### config.mk
export PLATFORM = sky130hd
export DESIGN_NAME = jk_button_driver
export DESIGN_NICKNAME = d
export VERILOG_FILES = /design/src/rtl/jk_button_driver.sv
export SDC_FILE = /design/constraint.sdc
export NUM_CORES = 1
export LEC_CHECK = 0
export ABC_AREA = 1
export BUFFER_PORTS_ARGS = -buffer_cell sky130_fd_sc_hd__buf_2
export CORE_MARGIN = 10
export CORE_UTILIZATION = 45
export DETAILED_ROUTE_END_ITERATION = 7
export PLACE_DENSITY_LB_ADDON = 0.3
export REMOVE_ABC_BUFFERS = 1
export SYNTH_ARGS = -nofsm -noshare
export SYNTH_HDL_FRONTEND = slang
export SYNTH_SLANG_ARGS = --single-unit
### constraint.sdc
create_clock -name i_clk -period 1.4 [get_ports i_clk]
set_clock_uncertainty 0.1 [all_clocks]
set_input_delay 0.42 -clock i_clk [delete_from_list [all_inputs] [get_ports i_clk]]
set_output_delay 0.42 -clock i_clk [all_outputs]
set_load 0.01 [all_outputs]
### src/rtl/jk_button_driver.sv
// rtl/jk_button_driver.sv - SET/CLR pushbutton front end producing one-cycle J/K command pulses
module jk_button_driver #(
  parameter int DEBOUNCE_CYCLES = 8,
  parameter int COMBINE_CYCLES  = 4
) (
  input  logic i_clk,
  input  logic i_rst,
  input  logic i_btn_set,
  input  logic i_btn_clr,
  output logic o_j,
  output logic o_k,
  output logic o_busy
);

  localparam int CNT_W = $clog2(DEBOUNCE_CYCLES + 1);
  localparam int WC_W  = $clog2(COMBINE_CYCLES + 1);
  localparam logic [CNT_W-1:0] CNT_MAX = CNT_W'(DEBOUNCE_CYCLES - 1);
  localparam logic [WC_W-1:0]  WC_MAX  = WC_W'(COMBINE_CYCLES - 1);

  typedef enum logic [2:0] {IDLE, WAIT_K, WAIT_J, EMIT, HOLD} state_t;

  // bit 0 carries SET, bit 1 carries CLR through the whole input path
  logic [1:0]       raw;
  logic [1:0]       meta;
  logic [1:0]       sync;
  logic [1:0]       db;
  logic [1:0]       db_d;
  logic [1:0]       ev;
  logic [CNT_W-1:0] cnt [2];

  state_t          state, state_nxt;
  logic [WC_W-1:0] wc, wc_nxt;
  logic            j_nxt, k_nxt;

  assign raw = {i_btn_clr, i_btn_set};

  always_ff @(posedge i_clk) begin
    if (i_rst) begin
      meta <= '0;
      sync <= '0;
      db   <= '0;
      db_d <= '0;
      for (int i = 0; i < 2; i++) cnt[i] <= '0;
    end else begin
      meta <= raw;
      sync <= meta;
      db_d <= db;
      for (int i = 0; i < 2; i++) begin
        if (sync[i] == db[i]) begin
          cnt[i] <= '0;
        end else if (cnt[i] == CNT_MAX) begin
          db[i]  <= sync[i];
          cnt[i] <= '0;
        end else begin
          cnt[i] <= cnt[i] + 1'b1;
        end
      end
    end
  end

  assign ev = db & ~db_d;

  always_comb begin
    state_nxt = state;
    wc_nxt    = wc;
    j_nxt     = 1'b0;
    k_nxt     = 1'b0;
    case (state)
      IDLE: begin
        if (ev == 2'b11) begin
          state_nxt = EMIT;
          j_nxt     = 1'b1;
          k_nxt     = 1'b1;
        end else if (ev[0]) begin
          state_nxt = WAIT_K;
          wc_nxt    = '0;
        end else if (ev[1]) begin
          state_nxt = WAIT_J;
          wc_nxt    = '0;
        end
      end
      // a second press on the timeout cycle still upgrades to toggle
      WAIT_K: begin
        if (ev[1]) begin
          state_nxt = EMIT;
          j_nxt     = 1'b1;
          k_nxt     = 1'b1;
        end else if (wc == WC_MAX) begin
          state_nxt = EMIT;
          j_nxt     = 1'b1;
        end else begin
          wc_nxt = wc + 1'b1;
        end
      end
      WAIT_J: begin
        if (ev[0]) begin
          state_nxt = EMIT;
          j_nxt     = 1'b1;
          k_nxt     = 1'b1;
        end else if (wc == WC_MAX) begin
          state_nxt = EMIT;
          k_nxt     = 1'b1;
        end else begin
          wc_nxt = wc + 1'b1;
        end
      end
      EMIT: state_nxt = HOLD;
      HOLD: begin
        if (db == 2'b00) state_nxt = IDLE;
      end
      default: state_nxt = IDLE;
    endcase
  end

  // J/K are registered from the next-state decode so the pulse lines up with EMIT
  always_ff @(posedge i_clk) begin
    if (i_rst) begin
      state <= IDLE;
      wc    <= '0;
      o_j   <= 1'b0;
      o_k   <= 1'b0;
    end else begin
      state <= state_nxt;
      wc    <= wc_nxt;
      o_j   <= j_nxt;
      o_k   <= k_nxt;
    end
  end

  assign o_busy = (state != IDLE);

endmodule

### Word level (Yosys, flattened, before mapping)

Memories as Yosys holds them, arrays and structs flattened.
Index checks and enable logic that the tools add are counted.

* add/sub/neg operators: 3
* multipliers: 0
* divide/modulo/power cells: 0
* magnitude comparators: 0
* equal/unequal tests: 16
* shift-type cells: 0
* mux-type cells: 53
* bitwise logic cells: 10
* reduce and logical (&&, ||, !) cells: 8

Operator list (number)
* 3-bit 2-to-1 mux: 13
* 1-bit 2-to-1 mux: 30
* 4-bit 2-to-1 mux: 6
* 3-bit one-hot mux with 5 select lines: 1
* 3-bit by 2-bit equality test with 1-bit output (second input constant): 3
* 3-bit one-hot mux with 3 select lines: 1
* 4-bit by 1-bit adder with 4-bit output (second input constant): 2
* 4-bit by 3-bit equality test with 1-bit output (second input constant): 2
* 2-bit inequality test (second input constant): 4
* 1-bit OR: 6
* 1-bit one-hot mux with 3 select lines: 2
* 2-bit AND reduction: 3
* 3-bit nonzero test: 2
* 5-bit AND reduction: 1
* 4-bit inequality test (second input constant): 1
* 3-bit by 1-bit adder with 3-bit output (second input constant): 1
* 3-bit by 1-bit equality test with 1-bit output (second input constant): 1
* 3-bit equality test (second input constant): 1
* 3-bit zero test: 1
* 3-bit inequality test (second input constant): 1
* 2-bit bitwise AND: 1
* 1-bit equality test: 2
* 2-bit equality test (second input constant): 1
* 2-bit zero test: 1
* 2 further kinds: 3

* bits in registers: 16
* bits in latches: 0
* bits in writable memories: 8
* bits in read-only memories: 0
* bits of input ports: 4
* output and inout bits: 3
* logic and storage cells: 100
* memories kept: 1

Memories
* cnt: words 2, bits a word 4, rd ports 2, clocked after memory_dff 0, wr ports 2, RTL line 29 `logic [CNT_W-1:0] cnt [2];`

### Longest topological paths before layout

Gate-level depths: netlist of run 1.

* depth after elaboration: 7
* gate-level depth with buffers: 9
* gate-level depth less buffers: 9

### Least setup slack after synthesis of run 1

Ideal clock, no wire load.

* path kind: register -> register
* start: memory cnt[1][0] (netlist bit)
* end: memory cnt[1][2] (netlist bit), data pin
* setup time: 0.160 ns
* arrival: 1.066 ns
* required time: 1.140 ns
* slack: 0.074 ns
* stages on the path, launching flop included: 7
* path buffers: 0
* period minus slack after synthesis: 1.326 ns
* path through: edfxtp_1 -> ha_1 -> nand2_1 -> nor2_1 -> inv_1 -> o211ai_1 -> nor3b_1

RTL lines (RTL line)
* start, declared: 29

### Worst setup path in the final report of run 1

* start: register state[0]
* end: output port o_busy

* word-level cells in the longest chain between the ends: 1

Ends and longest elaborated chain
* start, declared: RTL line 31 `state_t state, state_nxt;`
* start signal, assigned: RTL line 123 `state <= state_nxt;`
* 3-bit nonzero test: RTL line 130 `assign o_busy = (state != IDLE);`
* end, declared: RTL line 12 `output logic o_busy`

Every way passes these cells.

==> impl_results.md, run 1 <==
- Starting DRT DRC Count: 36
- Core area: 2450 sq um
- Die ar.: 4950 sq um
- Largest area contributor in the netlist: dfxtp_1
- Final Power: 1.23 mW
- Clk root buf: clkbuf_4
- Top cells by area, synth: dfxtp_1 (28%), edfxtp_1 (21%), inv_1 (7.2%)
- # rows: 18
- Max VDD drop: 0.000622 V
- Syn-to-layout area delta: 26.8%
- Crit path cell chain: nor2_4, nand2_2, buf_6
- Depth of the CTS H-tree: 1
- Failing checks: setup timing
- Synthesized area: 1140 sq um
- Placer Congestion: 0.767
- Vias in the first global route: 829
- Final net count: 178
- IO Port Bufs: 6
- Sw Ratio: 25.8%
- Min cycle time layout: 1.54 ns
- DPL Wire Length: 1410 um
- M1 WL: 996 um
- Final worst setup slack: -0.141 ns
- Share of cells above drive strength 1: 34.5%
- Latest clock arrival within the worst-skew pair: 0.32 ns
- Status: finished, violations left
- Yosys synthesis warning count: 0
- Gr ovfl total: 0
- Drt drc: 0
- First-pass GRT wire length: 3430 um
- Switching pwr: 0.318 mW
- Drt wl/cell: 11.4 um
- Max-cap violations: 0
- Met2 routed WL: 1130 um
- Detail Route Antenna Nets: 0
- CP max stage delay: 0.38 ns
- Crit-path slowest cell: dfxtp_4
- Initial antenna violation count: 0
- Largest net degree at the start of global routing: 14
- Reg power frac: 61.6%
- Pint: 0.916 mW
- Worst Path Required: 0.88 ns
- Setup-failing EPs final: 8
- Setup CP Type: reg2out
- Syn_area_per_cell: 8.46 sq um
- Biggest fanout along the worst timing path: 2
- GRT Resource Usage Total: 8.23%
- Via density: 4.66
- CTS clk-pin slew, worst paths: 0.14 ns
- Synth top area share: 28.0%
- Final Cycle Share: 110%
- CTS Buf Count: 3
- Worst min path class: in2reg
- Maximum clock frequency: 649 MHz
- Ant diodes: 0
- Drt pass-1 iters: 4
- Width of the die: 70.4 um
- Max clock buf depth: 2
- Cell count of the worst hold path: 3
- Metal3 WL: 99 um
- Netlist cell types: 25
- Final hold viol count: 0
- Mapped Cells: 135
- Critical Path AT: 1.02 ns
- Reg2reg setup slack: -0.11 ns
- DR top layer: met4
- Effective utilization at floorplan: 46.5%
- Die height: 70.4 um
- RSZ-0062 raised after global routing: true
- Vias: 923
- Power density cells: 852 nW/um^2
- Fin. max-slew vios: 0
- I/O pin count: 7
- CTS sink cnt: 24
- Clock group share of total power: 25.6%
- Logic pwr share: 12.8%
- CTS tree: done
- Final wirelength: 2250 um
- Synth Register Bits: 24
- Leakage: 0.673 nW
- Crit start category: register
- Crit end category: output port
- Sequential-to-total area share from yosys stat: 49.1%
- Final Util: 59.0%
- Worst r2r path cells: 7
layout by cell type (no fill, tap or decap), drive strengths merged:
| master | count |
|---|---|
| clkbuf | 3 |
| clkinv | 1 |
| nor2 | 27 |
| ha | 5 |
| nand3 | 6 |
| nand2 | 24 |
| edfxtp | 8 |
| o211ai | 2 |
| buf | 23 |
| nor3b | 2 |
| nand4 | 1 |
| a21oi | 8 |
| xor2 | 2 |
| nor3 | 1 |
| o2111ai | 1 |
| conb | 8 |
| inv | 24 |
| o21ai | 6 |
| dfxtp | 16 |
final timing paths:
path	from	end
max	state[0]$_SDFFE_PP0P_	o_busy
min	i_btn_set	meta[0]$_SDFF_PP0_
max reg2reg	cnt[1][0]$_SDFFCE_PN0P_	cnt[1][3]$_SDFFCE_PN0P_
min reg2reg	meta[1]$_SDFF_PP0_	sync[1]$_SDFF_PP0_
power by group through the flow:
stage / combinational, mW / clock (mW) / sequential (mW)
after floorplan: 0.0887 / 0 / 0.775
after global placement: 0.121 / 0 / 0.777
after detailed placement: 0.124 / 0 / 0.778
after CTS: 0.135 / 0.319 / 0.759
after global routing: 0.180 / 0.341 / 0.764
final: 0.158 / 0.316 / 0.760
synthesized netlist by cell type (all sizes together):
cell / instances
nor2: 27
inv: 24
nand2: 24
dfxtp: 16
a21oi: 8
edfxtp: 8
nand3: 6
o21ai: 6
ha: 5
nor3b: 2
o211ai: 2
xor2: 2
clkbuf: 1
conb: 1
nand4: 1
nor3: 1
o2111ai: 1
stage by stage:
stage          area [sq um]  TNS [ns]  std cells  setup slack, ns  hold WS (ns)
4_1_cts                1350    -0.135        191           -0.135         0.183
2_1_floorplan          1160         0        141           0.0740         0.288
3_3_place_gp           1270         0        182           0.0492         0.292
5_1_grt                1450     -1.28        198           -0.189         0.186
3_5_place_dp           1270   -0.0398        182          -0.0398         0.301
6_report               1450    -0.609        198           -0.141         0.191
critical path: cells and delay by family, from the launching register on:
family                 cells  cell delay, ns
buffers and inverters      1            0.12
and+or+nand+nor            2            0.20
DFF                        1            0.38
logic make-up after synthesis:
family | synth area share [%]
DFF | 49.1
xor gates and xnor gates | 1.53
adders and majority gates | 5.48
AOI/OAI and AO/OA | 8.21
buffers and inverters | 8.21
other | 0.328
and+or+nand+nor | 27.2
what timing repair did:
| action | CTS | global route |
|---|---|---|
| setup buffers | 5 | 7 |
| gates resized for setup | 9 | 13 |
| hold buffers | 0 | 0 |
| endpoints found under the setup margin | 2 | 11 |
| pin swaps | 2 | 8 |
| gates cloned | 0 | 0 |
per-layer routing:
metal  track usage [%]  vias up
met5                 0        -
met4              4.61        0
met3              2.68        4
met2              12.5       22
met1              9.90      415
li1                  -      482
layout make-up:
| type | instances | area, sq um |
|---|---|---|
| clock buffer | 3 | 22.5 |
| clock inverter | 1 | 3.75 |
| sequential | 24 | 569 |
| multi-input combinational | 93 | 562 |
| fill | 223 | 1010 |
| inverter | 24 | 90.1 |
| tap | 30 | 37.5 |
| timing repair buffer | 23 | 164 |
sequential cells by signal (all words and copies together), names as in the netlist:
| register | flops |
|---|---|
| cnt | 8 |
| state | 3 |
| wc | 3 |
| db | 2 |
| db_d | 2 |
| meta | 2 |
| sync | 2 |
| o_j | 1 |
| o_k | 1 |
Power figures use the tool's default switching activity.
==> run 2, diff against run 1 <==
==> constraint.sdc (replaced) <==
create_clock -name i_clk -period 1.4 [get_ports i_clk]
set_clock_uncertainty 0.1 [all_clocks]
set_input_delay 0.07 -clock i_clk [delete_from_list [all_inputs] [get_ports i_clk]]
set_output_delay 0.07 -clock i_clk [all_outputs]
set_load 0.01 [all_outputs]
==> run 2 against run 1 <==
Against the previous run:
- highest routed layer unchanged
- critical endpoint is now cnt[1][2]$_SDFFCE_PN0P_
- sequential share of layout area up 0.065 points
- non-clock buffer count decreased by 5
- count of clock-buffer cells in the layout is the same
- the run now ends clean
- maximum frequency rose by 11%
- sequential power hardly changed
- die area is the same
- wire length is 12% lower
- critical path type is now reg2reg
- register-to-register slack better by 0.12 ns
- critical path depth grew 3
- total power rose by 13%
==> impl_results.md, run 2 (synthesized netlist as in run 1, its figures left out) <==
- M1 GR Usage: 9.99%
- IO Port Bufs: 6
- Status: completed
- Maximum clock frequency: 720 MHz
- Met2 GRT Util: 14.3%
- Setup CP Type: reg2reg
- Leading cell type in the layout, fill and taps excluded: inv_1
- Logic pwr share: 10.6%
- Clk root buf: clkbuf_4
- Max clock buf depth: 2
- CP max stage delay: 0.44 ns
- Final cell count without fillers: 193
- Fin. max-slew vios: 0
- Sw Ratio: 21.5%
- Final worst setup slack: 0.0114 ns
- Starting DRT DRC Count: 17
- CTS Buf Count: 3
- Pint: 1.10 mW
- Width of the die: 70.4 um
- Met3 usage: 2.40%
- Biggest fanout along the worst timing path: 4
- First-pass GRT wire length: 3700 um
- Post-Place Cells: 179
- I/O pin count: 7
- Crit end category: register
- Via density: 4.48
- CTS tree: done
- Crit-path slowest cell: edfxtp_1
- Reg power frac: 54.4%
- Power density cells: 972 nW/um^2
- Vias: 865
- Final Cycle Share: 99.2%
- Crit start category: register
- GRT Resource Usage Total: 8.66%
- Syn-to-layout area delta: 26.1%
- Worst Path Required: 1.47 ns
- Ant diodes: 0
- DPL Wire Length: 1440 um
- Switching pwr: 0.301 mW
- Critical Path AT: 1.45 ns
- Worst min path class: reg2reg
- Drt drc: 0
- Final wirelength: 1980 um
- CTS clk-pin slew, worst paths: 0.13 ns
- Clock group share of total power: 35.0%
- # rows: 18
- RSZ-0062 raised after global routing: true
- Cell family with most CP delay: flip-flops
- Initial antenna violation count: 0
- Die height: 70.4 um
- Largest net degree at the start of global routing: 15
- Max-cap violations: 0
- Die ar.: 4950 sq um
- Final net count: 173
- Final hold viol count: 0
- Share of cells above drive strength 1: 28.2%
- Setup-failing EPs final: 0
- CTS sink cnt: 24
- CP bufs+invs: 1
- Min cycle time layout: 1.39 ns
- Drt pass-1 iters: 4
- Most frequent cells in the layout: inv_1 (21), nor2_1 (19), nand2_1 (15)
- Final Power: 1.40 mW
- DP Worst Slack: -0.0240 ns
- Biggest regs: cnt x8, state x3, wc x3
- Reg with most FFs: cnt
- Depth of the CTS H-tree: 1
- Leakage: 0.648 nW
- Gr ovfl total: 0
- Placer Congestion: 0.798
- Vias in the first global route: 924
- Latest clock arrival within the worst-skew pair: 0.31 ns
- Max VDD drop: 0.000743 V
- Grt peak-use layer: met2
- Core area: 2450 sq um
- TNS Setup: 0 ns
- Drt wl/cell: 10.2 um
- Detail Route Antenna Nets: 0
- Crit path cell chain: ha_2, nand2_2, nor2_2, inv_1, o211ai_1, nor3b_1
- Number of flip-flops in the largest register: 8
- Effective utilization at floorplan: 46.5%
[run 2: tightest hold or removal path, delay by kind of cell, from the launching register on]
kind          cells  cell delay, ns
flops             1            0.32
buf+inv           1            0.04
simple gates      1            0.03
[run 2: repair_timing]
item | CTS | global route
buffers inserted | 2 | 3
gates resized for setup | 2 | 18
setup endpoints to repair | 2 | 14
hold buffers | 5 | 0
hold endpoints to repair | 10 | 0
pin swaps | 2 | 8
[run 2: cell type report]
type	instances	area, sq um
fillers	224	1010
flip-flops and latches	24	567
inverters	24	90.1
clock buffers	3	22.5
clock inverters	1	30.0
well taps	30	37.5
repair buffers	18	139
multi-input cells	93	554
[run 2: metal layers]
layer  up-vias  part of all wire (%)
li1        475                     -
met1       374                    49
met2        11                    45
met3         5                   4.0
met4         0                   1.9
met5         -                     0
[run 2: metrics by stage]
stage          hold slack [ns]  instance area [sq um]  util [%]
6_report                 0.316                   1440      58.7
5_1_grt                  0.325                   1440      58.7
4_1_cts                  0.319                   1370      55.9
3_5_place_dp             0.187                   1250      50.8
3_3_place_gp             0.171                   1250      50.8
2_1_floorplan           0.0391                   1160         -
[run 2: worst paths after layout]
kind / startpoint / endpoint / slack, ns / cells after the start
worst max-delay path: cnt[1][1]$_SDFFCE_PN0P_ / cnt[1][2]$_SDFFCE_PN0P_ / 0.01 / 6
worst max register to register: cnt[1][1]$_SDFFCE_PN0P_ / cnt[1][2]$_SDFFCE_PN0P_ / 0.01 / 6
worst min register to register: meta[1]$_SDFF_PP0_ / sync[1]$_SDFF_PP0_ / 0.32 / 2
worst min-delay path: meta[1]$_SDFF_PP0_ / sync[1]$_SDFF_PP0_ / 0.32 / 2
[run 2: power groups by stage]
stage	registers, mW	logic (mW)	clock network, mW
after floorplan	0.775	0.0887	0
after global placement	0.778	0.114	0
after detailed placement	0.779	0.118	0
after CTS	0.763	0.134	0.507
after global routing	0.767	0.171	0.539
final	0.762	0.148	0.490
==> run 3, diff against run 2 <==
- CORE_UTILIZATION: 45 -> 40
==> run 3 against run 2 <==
Against the previous run:
- total power decreased by 14%
- sequential power hardly changed
- via count is 2.0% higher
- setup slack gained 0.014 ns
- maximum frequency is 1.0% higher
- clock power shrank 39%
- global-route usage shrank 1.0 points
- combinational power is 4% lower
- count of clock-buffer cells in the layout grew 1
- sequential share of layout area is 1.0 points higher
- first-iteration DRC count fell by 41%
- largest power group unchanged
- largest cell class unchanged
==> impl_results.md, run 3 (synthesized netlist as in run 1, its figures left out) <==
- Status: completed
- Worst Path Required: 1.45 ns
- Leakage: 0.635 nW
- I/O pin count: 7
- Syn-to-layout area delta: 22.1%
- Post-Place Cells: 181
- Finished Cell Area: 1400 sq um
- Final hold slack: 0.311 ns
- Crit path launch: cnt[1][0]$_SDFFCE_PN0P_
- Fin. max-slew vios: 0
- Critical Path AT: 1.43 ns
- Placer Congestion: 0.771
- Max clock buf depth: 2
- Final net count: 174
- Number of stages on the worst setup path: 6
- FF-to-FF End: cnt[1][2]$_SDFFCE_PN0P_
- Ant diodes: 0
- Width of the die: 73.4 um
- Starting DRT DRC Count: 10
- Crit path cell chain: ha_2, nand2_2, nor2_2, inv_2, o211ai_1, nor3b_1
- Clk root buf: clkbuf_4
- Cell family with most CP delay: flip-flops
- Number of flip-flops in the largest register: 8
- DPL Wire Length: 1480 um
- Vias in the first global route: 834
- IO Port Bufs: 6
- Max VDD drop: 0.000572 V
- Min cycle time layout: 1.37 ns
- Biggest fanout along the worst timing path: 4
- RSZ-0062 raised after global routing: true
- Via density: 4.52
- Final hold viol count: 0
- CP max stage delay: 0.42 ns
- # rows: 19
- CTS Buf Count: 3
- Core area: 2730 sq um
- Reg2reg setup slack: 0.03 ns
- Largest net degree at the start of global routing: 14
- Final Power: 1.21 mW
- First-pass GRT wire length: 3320 um
- Gr ovfl total: 0
- Initial antenna violation count: 0
- FF-to-FF Start: cnt[1][0]$_SDFFCE_PN0P_
- Worst r2r path cells: 6
- Setup CP Type: reg2reg
- CP bufs+invs: 1
- Final cell count without fillers: 195
- Area post-placement: 1260 sq um
- Crit start category: register
- Maximum clock frequency: 728 MHz
- CTS clk-pin slew, worst paths: 0.12 ns
- Drt wl/cell: 10.1 um
- Die ar.: 5390 sq um
- Setup-failing EPs final: 0
- Detail Route Antenna Nets: 0
- Crit end category: register
- Reg with most FFs: cnt
- Vias: 882
- Most frequent cells in the layout: inv_1 (20), nor2_1 (20), nand2_1 (16)
- Crit-path slowest cell: edfxtp_1
- Power density cells: 865 nW/um^2
- GRT Resource Usage Total: 7.67%
- Final Cycle Share: 98.2%
- Share of cells above drive strength 1: 27.4%
- CTS sink cnt: 24
- Die height: 73.4 um
- Worst min path class: reg2reg
- Max-cap violations: 0
- Effective utilization at floorplan: 41.8%
- Final wirelength: 1980 um
- Critical Path Sink: cnt[1][2]$_SDFFCE_PN0P_
- Drt pass-1 iters: 4
- CTS tree: done
- Depth of the CTS H-tree: 1
- Drt drc: 0
- Latest clock arrival within the worst-skew pair: 0.31 ns
- Biggest regs: cnt x8, state x3, wc x3
run 3: cell count changes in the layout (fill, tap and decap cells not counted), sizes merged:
| cell | delta |
|---|---|
| bufinv | -1 |
| buf | +2 |
| dlygate4sd3 | -1 |
| clkbuf | +1 |
run 3: routing by layer:
metal	vias to the layer above	track usage, %	share of wire (%)
met2	3	13.4	56
met3	4	1.62	1.8
met4	0	4.97	1.4
met5	-	0	0
li1	474	-	-
met1	401	8.03	41
run 3: how the worst min path moves through the flow:
stage | from | end | slack [ns] | cells after the start
2_1_floorplan | i_rst | o_j$_SDFF_PP0_ | 0.04 | 1
3_3_place_gp | i_btn_clr | meta[1]$_SDFF_PP0_ | 0.17 | 3
3_5_place_dp | i_btn_clr | meta[1]$_SDFF_PP0_ | 0.19 | 3
4_1_cts | meta[0]$_SDFF_PP0_ | sync[0]$_SDFF_PP0_ | 0.31 | 2
5_1_grt | meta[0]$_SDFF_PP0_ | sync[0]$_SDFF_PP0_ | 0.33 | 2
6_report | meta[0]$_SDFF_PP0_ | sync[0]$_SDFF_PP0_ | 0.31 | 2
run 3: worst min-delay path, stage by stage (launching register included):
cell and delay (ns):
dfxtp_1 0.32, inv_1 0.04, nor2_1 0.03
run 3: power by group:
part / total [mW] / switching (mW) / internal, mW
clock: 0.301 / 0.189 / 0.111
sequential: 0.764 / 0.0177 / 0.747
combinational: 0.142 / 0.0796 / 0.0627
total: 1.21 / 0.287 / 0.921
run 3: final cells by class:
class,count,area [sq um]
sequential,24,563
clock buffer,4,26.3
fill,257,1340
inverter,24,90.1
timing repair buffer,19,138
tap,31,38.8
multi-input combinational,93,539
run 3: through the flow:
| stage | setup slack, ns | util (%) | TNS, ns |
|---|---|---|---|
| after floorplan | 0.0740 | - | 0 |
| after global placement | 0.0466 | 45.9 | 0 |
| after detailed placement | -0.0206 | 45.9 | -0.0206 |
| after CTS | -0.0158 | 49.0 | -0.0158 |
| after global routing | -0.0755 | 51.0 | -0.226 |
| final | 0.0258 | 51.0 | 0 |
run 3: timing repair:
item                                   in CTS  in global routing
setup endpoints to repair                   2                 11
endpoints found under the hold margin       4                  0
hold buffers                                4                  0
pin swaps                                   2                  4
buffers inserted                            2                  4
gates resized for setup                     1                 12
